**src/rtl/picorv32_wb_pkg.sv**
```systemverilog
// Shared types for the PicoRV32 native-bus to Wishbone B4 master bridge.
package picorv32_wb_pkg;

   typedef enum logic [2:0] {
      ST_IDLE  = 3'd0,
      ST_REQ   = 3'd1,
      ST_WAIT  = 3'd2,
      ST_RETRY = 3'd3,
      ST_RESP  = 3'd4
   } wb_state_e;

   typedef enum logic [1:0] {
      ERR_NONE    = 2'b00,
      ERR_BUS     = 2'b01,
      ERR_TIMEOUT = 2'b10,
      ERR_RETRY   = 2'b11
   } err_cause_t;

   localparam logic [31:0] ERR_RDATA_DEFAULT = 32'hDEAD_BEEF;

endpackage

```
**src/rtl/wb_timeout_ctr.sv**
```systemverilog
// Bus-cycle watchdog: loaded when stb asserts, counts down while the bridge waits
// for a termination, and flags the last allowed cycle.
module wb_timeout_ctr #(
   parameter int TIMEOUT_CYCLES = 256
) (
   input  logic wb_clk_i,
   input  logic wb_rst_i,
   input  logic load,
   input  logic enable,
   output logic expired
);

   generate
      if (TIMEOUT_CYCLES > 0) begin : g_ctr
         localparam int CW = $clog2(TIMEOUT_CYCLES + 1);
         logic [CW-1:0] count;

         // Holds cycles remaining after the current one; zero marks the final waiting cycle.
         always_ff @(posedge wb_clk_i or posedge wb_rst_i) begin
            if (wb_rst_i)
               count <= '0;
            else if (load)
               count <= CW'(TIMEOUT_CYCLES - 1);
            else if (enable && (count != '0))
               count <= count - CW'(1);
         end

         assign expired = enable && (count == '0);
      end else begin : g_off
         logic unused_tmo;
         assign unused_tmo = ^{wb_clk_i, wb_rst_i, load, enable};
         assign expired    = 1'b0;
      end
   endgenerate

endmodule

```
**src/rtl/picorv32_wb_bridge.sv**
```systemverilog
// PicoRV32 native memory request to Wishbone B4 master (classic or pipelined),
// with err/rty handling, bus timeout and failure capture.
//
// state    | meaning
// ---------+--------------------------------------------------------------
// ST_IDLE  | no request in flight; mem_valid sampled here only
// ST_REQ   | cyc+stb asserted; waiting for stall release or termination
// ST_WAIT  | pipelined only: stb accepted, cyc held until termination
// ST_RETRY | one-cycle cyc/stb gap after rty_i before re-issuing
// ST_RESP  | mem_ready pulse (plus bus_err_o on failure)
module picorv32_wb_bridge
   import picorv32_wb_pkg::*;
#(
   parameter int          ADDR_W         = 32,
   parameter bit          PIPELINED      = 1'b0,
   parameter int          TIMEOUT_CYCLES = 256,
   parameter int          MAX_RETRY      = 3,
   parameter logic [31:0] ERR_RDATA      = ERR_RDATA_DEFAULT
) (
   input  logic              wb_clk_i,
   input  logic              wb_rst_i,
   input  logic              mem_valid,
   input  logic              mem_instr,
   input  logic [31:0]       mem_addr,
   input  logic [31:0]       mem_wdata,
   input  logic [3:0]        mem_wstrb,
   output logic              mem_ready,
   output logic [31:0]       mem_rdata,
   output logic [ADDR_W-1:0] wbm_adr_o,
   output logic [31:0]       wbm_dat_o,
   input  logic [31:0]       wbm_dat_i,
   output logic              wbm_we_o,
   output logic [3:0]        wbm_sel_o,
   output logic              wbm_stb_o,
   output logic              wbm_cyc_o,
   output logic              wbm_tga_o,
   input  logic              wbm_ack_i,
   input  logic              wbm_err_i,
   input  logic              wbm_rty_i,
   input  logic              wbm_stall_i,
   output logic              bus_err_o,
   output logic [31:0]       err_addr_o,
   output logic [1:0]        err_cause_o
);

   localparam int RW = (MAX_RETRY > 0) ? $clog2(MAX_RETRY + 1) : 1;

   wb_state_e   state;
   logic [31:0] req_addr;
   logic [RW-1:0] retry_cnt;
   logic        busy;
   logic        tmo_load;
   logic        tmo_expired;
   logic        term_ok;
   logic        do_retry;
   err_cause_t  fail_cause;

   assign busy      = (state == ST_REQ) || (state == ST_WAIT);
   assign tmo_load  = ((state == ST_IDLE) && mem_valid) || (state == ST_RETRY);
   assign wbm_adr_o = req_addr[ADDR_W-1:0];

   wb_timeout_ctr #(
      .TIMEOUT_CYCLES (TIMEOUT_CYCLES)
   ) u_tmo (
      .wb_clk_i (wb_clk_i),
      .wb_rst_i (wb_rst_i),
      .load     (tmo_load),
      .enable   (busy),
      .expired  (tmo_expired)
   );

   // Termination priority err > rty > ack; any termination beats a same-cycle timeout.
   always_comb begin
      term_ok    = 1'b0;
      do_retry   = 1'b0;
      fail_cause = ERR_NONE;
      if (busy) begin
         if (wbm_err_i)
            fail_cause = ERR_BUS;
         else if (wbm_rty_i) begin
            if (retry_cnt == RW'(MAX_RETRY))
               fail_cause = ERR_RETRY;
            else
               do_retry = 1'b1;
         end else if (wbm_ack_i)
            term_ok = 1'b1;
         else if (tmo_expired)
            fail_cause = ERR_TIMEOUT;
      end
   end

   always_ff @(posedge wb_clk_i or posedge wb_rst_i) begin
      if (wb_rst_i) begin
         state       <= ST_IDLE;
         req_addr    <= '0;
         retry_cnt   <= '0;
         wbm_dat_o   <= '0;
         wbm_we_o    <= 1'b0;
         wbm_sel_o   <= 4'h0;
         wbm_stb_o   <= 1'b0;
         wbm_cyc_o   <= 1'b0;
         wbm_tga_o   <= 1'b0;
         mem_ready   <= 1'b0;
         mem_rdata   <= '0;
         bus_err_o   <= 1'b0;
         err_addr_o  <= '0;
         err_cause_o <= ERR_NONE;
      end else begin
         mem_ready <= 1'b0;
         bus_err_o <= 1'b0;
         case (state)
            ST_IDLE: begin
               if (mem_valid) begin
                  req_addr  <= mem_addr;
                  wbm_dat_o <= mem_wdata;
                  wbm_tga_o <= mem_instr;
                  wbm_we_o  <= |mem_wstrb;
                  wbm_sel_o <= (|mem_wstrb) ? mem_wstrb : 4'hF;
                  wbm_cyc_o <= 1'b1;
                  wbm_stb_o <= 1'b1;
                  state     <= ST_REQ;
               end
            end
            ST_REQ, ST_WAIT: begin
               if (term_ok || (fail_cause != ERR_NONE)) begin
                  wbm_cyc_o <= 1'b0;
                  wbm_stb_o <= 1'b0;
                  wbm_we_o  <= 1'b0;
                  mem_ready <= 1'b1;
                  state     <= ST_RESP;
                  if (fail_cause != ERR_NONE) begin
                     bus_err_o   <= 1'b1;
                     err_addr_o  <= req_addr;
                     err_cause_o <= fail_cause;
                     if (!wbm_we_o)
                        mem_rdata <= ERR_RDATA;
                  end else if (!wbm_we_o) begin
                     mem_rdata <= wbm_dat_i;
                  end
               end else if (do_retry) begin
                  wbm_cyc_o <= 1'b0;
                  wbm_stb_o <= 1'b0;
                  retry_cnt <= retry_cnt + RW'(1);
                  state     <= ST_RETRY;
               end else if (PIPELINED && (state == ST_REQ) && !wbm_stall_i) begin
                  wbm_stb_o <= 1'b0;
                  state     <= ST_WAIT;
               end
            end
            ST_RETRY: begin
               wbm_cyc_o <= 1'b1;
               wbm_stb_o <= 1'b1;
               state     <= ST_REQ;
            end
            ST_RESP: begin
               retry_cnt <= '0;
               state     <= ST_IDLE;
            end
            default: state <= ST_IDLE;
         endcase
      end
   end

endmodule

```
**config.mk**
```make
export PLATFORM = sky130hd
export DESIGN_NAME = picorv32_wb_bridge
export DESIGN_NICKNAME = d
export VERILOG_FILES = /design/src/rtl/picorv32_wb_pkg.sv /design/src/rtl/wb_timeout_ctr.sv /design/src/rtl/picorv32_wb_bridge.sv
export SDC_FILE = /design/constraint.sdc
export NUM_CORES = 1
export LEC_CHECK = 0
export BUFFER_PORTS_ARGS = -buffer_cell sky130_fd_sc_hd__buf_2
export CORE_UTILIZATION = 45
export DETAILED_ROUTE_END_ITERATION = 16
export PLACE_DENSITY = 0.75
export SLEW_MARGIN = 10
export SYNTH_ARGS = -nofsm -noshare
export SYNTH_HDL_FRONTEND = slang
export SYNTH_HIERARCHICAL = 1
export SYNTH_SLANG_ARGS = --single-unit
```
**constraint.sdc**
```tcl
create_clock -name wb_clk_i -period 6.1 [get_ports wb_clk_i]
set_input_delay 0.61 -clock wb_clk_i [delete_from_list [all_inputs] [get_ports wb_clk_i]]
set_output_delay 0.61 -clock wb_clk_i [all_outputs]
set_load 0.005 [all_outputs]
```
==> results.toml, run 1 <==
[clock_network]
cts_tree = "built"
cts_root_buf = "clkbuf_16"
cts_resized = 0
clkSinkCount = 153
cts_made_buffers = 17
htree_num_levels = 4
clockBufferDepth = 2
hold_buffers = 0
clk_pin_slew_worst_paths_ns = 0.06
cts_setup_buffers = 0
clock_latency_ns = 0.41

[cells_and_area]
n_antenna_cell = 0
nets = 838
most-common-layout-cells = "buf_2, dfrtp_1, nor2_1"
finish.instance_area_sq_mm = 0.00825
areaGrowthSynthToFinish_pct = 29.2
mostFrequentLayoutCell = "buf_2"
drive_gt1_frac = 0.509

[floorplanning]
start_util = 0.460
die_h_um = 121
coreArea_sq_mm = 0.0139
fp.dieW_um = 121
rows = 43
pin_count = 248
fp.dieArea_sq_mm = 0.0147

[synth]
synth_area_leaders = "dfrtp_1, mux2_2, mux2_4"
async_reset_ff_frac = 1.00
seq_area_frac_synth = 0.600
synth_flop_cell = "dfrtp_1"
yosysWarnings = 6
syn_inst = 489
yosysUniqueCellTypes = 52
yosysTopAreaCell = "dfrtp_1"
mappedNetlistArea_sq_mm = 0.00638
yosys.area.top_type_share = 0.600
synth_seq_cells = 153
synth-edff-count = 0
syn-mean-instance-area_sq_um = 13.1
syn_nets = 599

[setup_path]
rr_worst_depth = 9
start_kind = "flip-flop"
rrSetupSlack_ns = 2.48
r2r-end = "err_addr_o[29]$_DFFE_PP0P_"
crit_slowest_cell = "nor2_8"
critPathKind = "flip-flop to flip-flop"
r2r-start = "state[0]$_DFFE_PP0P_"
cp_top_family = "simple AND/OR/NAND/NOR gates"
crit_path_end_kind = "flip-flop"
crit_fanout = 33
arrival_ns = 3.92
slowest_delay_ns = 0.60
path_buf_inv = 1
crit_chain = "xnor2_1 > or2_1 > inv_1 > and4bb_2 > and3_1 > or3b_4 > and2_4 > nor2_8 > mux2_2"
cp.required_ns = 6.40

[sta]
drv_slew = 0
skew_ns = 0.00744
rsz0062_at_grt = "false"
hold_violations = 0
fin_crit_ns = 3.62
fin_tns_setup_ns = 0
setup_viol = 0
fmax_mhz = 276
slew_headroom = 0.290
max_slew.worst_pin.slew_ns = 1.07
finalCritPeriodShare = 0.593

[global_route]
grt_max_degree = 88
overflow = 0
antenna_found_initial = 0
grt_first_pass_wirelength_um = 22400
grt_pass1_vias = 4544
track_usage = 0.199

[job]
drv_cap = 0

[detailed_routing]
via_count = 4541
drt-initial-drc-count = 314
drtAntennaViolNets = 0
routed_wl_um = 14600
firstDrtPassIters = 7
via_per_inst = 4.93
routedWlPerCell_um = 15.8
route.detailed.drc = 0

[power]
leakage_uw = 0.00392
powerDensity_mw_per_mm2 = 534
vdd.ir_drop.worst_v = 0.000232

[min_path]
hp-class = "input port to asynchronous set/reset pin"

[status]
outcome = "complete, no violations"

[placed_design]
gp_congestion = 0.832
dp_hpwl_um = 10400
dpl_cell_area_sq_mm = 0.00765
port_buffers = 246
power by group:
group	switching, uW	internal [uW]
combinational	699	869
sequential	300	1490
clock	412	631
total	1410	3000
worst max path at each step:
stage / from / cells after the start / slack, ns / end
2_1_floorplan: wb_rst_i / 1 / 1.62 / bus_err_o$_DFF_PP0_
3_3_place_gp: state[0]$_DFFE_PP0P_ / 9 / 2.58 / err_addr_o[30]$_DFFE_PP0P_
3_5_place_dp: state[0]$_DFFE_PP0P_ / 9 / 2.48 / err_addr_o[29]$_DFFE_PP0P_
4_1_cts: state[0]$_DFFE_PP0P_ / 9 / 2.48 / err_addr_o[29]$_DFFE_PP0P_
5_1_grt: state[0]$_DFFE_PP0P_ / 9 / 2.24 / err_addr_o[30]$_DFFE_PP0P_
6_report: state[0]$_DFFE_PP0P_ / 9 / 2.48 / err_addr_o[29]$_DFFE_PP0P_
cells in the mapped netlist, types with 2 or more instances:
cell type	count
inv_1	20
mux2_4	29
buf_6	7
nand3_1	12
a211o_1	2
mux2i_1	2
o21ai_0	15
nand2b_1	2
mux2_2	56
or3_1	2
a21oi_1	38
buf_12	3
a21o_1	2
nor4_1	3
nor2_1	65
ha_1	2
dfrtp_1	153
buf_2	8
nor3_1	5
mux2_1	12
nand2_1	5
buf_4	3
or3b_1	3
a311oi_1	2
a211oi_1	5
clkbuf_1	7
worst register-to-register path, cell delays in order (launching register included):
cell,delay [ns]
dfrtp_1,0.57
xnor2_1,0.19
or2_1,0.38
inv_1,0.25
and4bb_2,0.29
and3_1,0.20
or3b_4,0.41
and2_4,0.20
nor2_8,0.61
mux2_2,0.43
per-layer routing:
layer	wire length, um	track usage	up-vias
li1	-	-	2173
met1	5930	0.241	2198
met2	7530	0.336	155
met3	950	0.0592	15
met4	187	0.0718	0
met5	0	0	-
cell type report:
cell class | count | area (sq um)
clock inverter | 11 | 136
timing repair buffer | 249 | 1250
tap | 180 | 225
inverter | 20 | 80.1
clock buffer | 21 | 460
fill | 1112 | 5640
multi-input combinational | 287 | 2260
sequential | 153 | 3830
registers in the layout (all words and copies together), names as in the netlist:
register           cells
bus_err_o              1
err_addr_o            32
err_cause_o            2
mem_rdata             32
mem_ready              1
retry_cnt              2
state                  3
u_tmo/g_ctr.count      9
wbm_adr_o             32
wbm_cyc_o              1
wbm_dat_o             32
wbm_sel_o              4
wbm_tga_o              1
wbm_we_o               1
metrics by stage:
| step | setup WS, ns | total power (uW) | utilization | std cells | hold slack, ns |
|---|---|---|---|---|---|
| after global placement | 2.58 | 3290 | 0.551 | 889 | 0.464 |
| after CTS | 2.48 | 4460 | 0.594 | 921 | 0.182 |
| after detailed placement | 2.48 | 3390 | 0.551 | 889 | 0.469 |
| final | 2.48 | 4410 | 0.594 | 921 | 0.189 |
| after floorplan | 1.62 | 2740 | - | 489 | 0.438 |
| after global routing | 2.24 | 4690 | 0.594 | 921 | 0.204 |
cell families (layout without fill, tap and decap cells):
family / Yosys count / in the layout / synth area share
AO/OA/AOI/OAI: 74 / 74 / 0.0694
XOR/XNOR: 1 / 1 / 0.00137
flip-flops: 153 / 153 / 0.600
buffers and inverters: 49 / 301 / 0.0480
multiplexers: 99 / 99 / 0.191
AND/OR/NAND/NOR: 111 / 111 / 0.0861
adder cells (fa/ha/maj): 2 / 2 / 0.00392
Note: power is estimated with default switching activity, not from simulation.
==> inputs of run 2 (changes only) <==
--- a/config.mk
+++ b/config.mk
@@ -6,9 +6,9 @@
 export NUM_CORES = 1
 export LEC_CHECK = 0
 export BUFFER_PORTS_ARGS = -buffer_cell sky130_fd_sc_hd__buf_2
-export CORE_UTILIZATION = 45
+export CORE_UTILIZATION = 44
 export DETAILED_ROUTE_END_ITERATION = 16
-export PLACE_DENSITY = 0.75
+export PLACE_DENSITY = 0.76
 export SLEW_MARGIN = 10
 export SYNTH_ARGS = -nofsm -noshare
 export SYNTH_HDL_FRONTEND = slang
==> constraint.sdc (replaced) <==
create_clock -name wb_clk_i -period 3.3 [get_ports wb_clk_i]
set_input_delay 0.33 -clock wb_clk_i [delete_from_list [all_inputs] [get_ports wb_clk_i]]
set_output_delay 0.33 -clock wb_clk_i [all_outputs]
set_load 0.005 [all_outputs]
==> results.toml, run 2 (same netlist as run 1, synthesis figures left out) <==
[status]
outcome = "complete, no violations"

[floorplanning]
coreArea_sq_mm = 0.0140
fp.dieArea_sq_mm = 0.0150
die_h_um = 122
pin_count = 248
fp.dieW_um = 122
start_util = 0.455
rows = 43

[clock_network]
htree_num_levels = 4
hold_buffers = 1
cts_root_buf = "clkbuf_16"
cts_tree = "built"
cts_resized = 0
clkSinkCount = 153
cts_setup_buffers = 0
clockBufferDepth = 2
clock_latency_ns = 0.41
clk_pin_slew_worst_paths_ns = 0.06
cts_made_buffers = 17

[sta]
rsz0062_at_grt = "false"
slew_headroom = 0.497
fmax_mhz = 335
setup_viol = 0
finalCritPeriodShare = 0.906
whs_ns = 0.138
skew_ns = 0.00664
fin_ws_ns = 0.311
fin_tns_setup_ns = 0
hold_violations = 0
max_slew.worst_pin.slew_ns = 0.753
fin_crit_ns = 2.99
drv_slew = 0

[detailed_routing]
firstDrtPassIters = 4
drt-initial-drc-count = 245
drtAntennaViolNets = 0
routed_wl_um = 14800
routedWlPerCell_um = 15.9
via_count = 4726
via_per_inst = 5.09
route.detailed.drc = 0

[setup_path]
crit_slowest_cell = "dfrtp_1"
path_buf_inv = 2
slowest_delay_ns = 0.48
rr_worst_depth = 10
crit_path_end_kind = "flip-flop"
arrival_ns = 3.28
critPathKind = "flip-flop to flip-flop"
crit_fanout = 33
cp_top_family = "simple AND/OR/NAND/NOR gates"
start_kind = "flip-flop"
crit_chain = "xnor2_1 > or2_1 > inv_1 > and4bb_2 > and3_1 > or3b_4 > and2_4 > nor2_8 > buf_12 > mux2_2"
critical_path_depth = 10
cp.required_ns = 3.59

[global_route]
grt_first_pass_wirelength_um = 22900
overflow = 0
grt_pass1_vias = 4630
track_usage = 0.197
antenna_found_initial = 0
grt_max_degree = 84

[placed_design]
gp_congestion = 0.876
port_buffers = 246
dp_hpwl_um = 10700
place_ws_ns = 0.336

[cells_and_area]
most-common-layout-cells = "buf_2, dfrtp_1, nor2_1"
nets = 846
drive_gt1_frac = 0.515
mostFrequentLayoutCell = "buf_2"
final_core_util = 0.599
n_antenna_cell = 0
areaGrowthSynthToFinish_pct = 31.9

[power]
power_frac_seq = 0.392
intPower_uw = 5810
switchingPower_uw = 2620
p_comb_frac = 0.354
vdd.ir_drop.worst_v = 0.000429
powerDensity_mw_per_mm2 = 1000
swShare = 0.311
leakage_uw = 0.00399
power_frac_clock = 0.253

[min_path]
hp-class = "input port to flip-flop"
min_path_cells = 2

[job]
drv_cap = 0
==> run 2: layout make-up <==
type                            instances  area, sq um
Fill cell                            1102         5620
Multi-Input combinational cell        287         2260
Sequential cell                       153         3830
Inverter                               20         78.8
Clock buffer                           18          439
Clock inverter                         14          219
Timing Repair Buffer                  257         1370
Tap cell                              180          225
==> run 2: power groups by stage <==
stage	clock, uW	combinational (uW)	sequential (uW)
after floorplan	0	1740	3340
after global placement	0	2910	3260
after detailed placement	0	3030	3330
after CTS	2180	3040	3310
after global routing	2270	3280	3430
final	2140	2990	3300
==> run 2: path summary, 6_finish.rpt <==
path                                            from  slack (ns)                                to
setup reg to reg                state[1]$_DFFE_PP0P_        0.31        err_addr_o[31]$_DFFE_PP0P_
setup / recovery                state[1]$_DFFE_PP0P_        0.31        err_addr_o[31]$_DFFE_PP0P_
hold reg to reg            wbm_dat_o[10]$_DFFE_PP0P_        0.49         wbm_dat_o[10]$_DFFE_PP0P_
hold / removal                          mem_addr[14]        0.14         wbm_adr_o[14]$_DFFE_PP0P_
min in group asynchronous                   wb_rst_i        0.45  u_tmo/g_ctr.count[6]$_DFFE_PP0P_
max in group asynchronous                   wb_rst_i        1.91         mem_rdata[22]$_DFFE_PP0P_
==> run 2: through the flow <==
step / instance area (sq um) / cells / power [uW]
6_report: 8420 / 929 / 8430
5_1_grt: 8420 / 929 / 8970
4_1_cts: 8420 / 929 / 8530
3_5_place_dp: 7750 / 896 / 6350
3_3_place_gp: 7750 / 896 / 6170
2_1_floorplan: 6390 / 489 / 5070
==> run 2: routing by layer <==
layer,vias up,share of wire,global-route usage
met3,19,0.078,0.0520
met5,-,0,0
met2,173,0.51,0.346
met1,2336,0.40,0.232
li1,2198,-,-
met4,0,0.015,0.0671
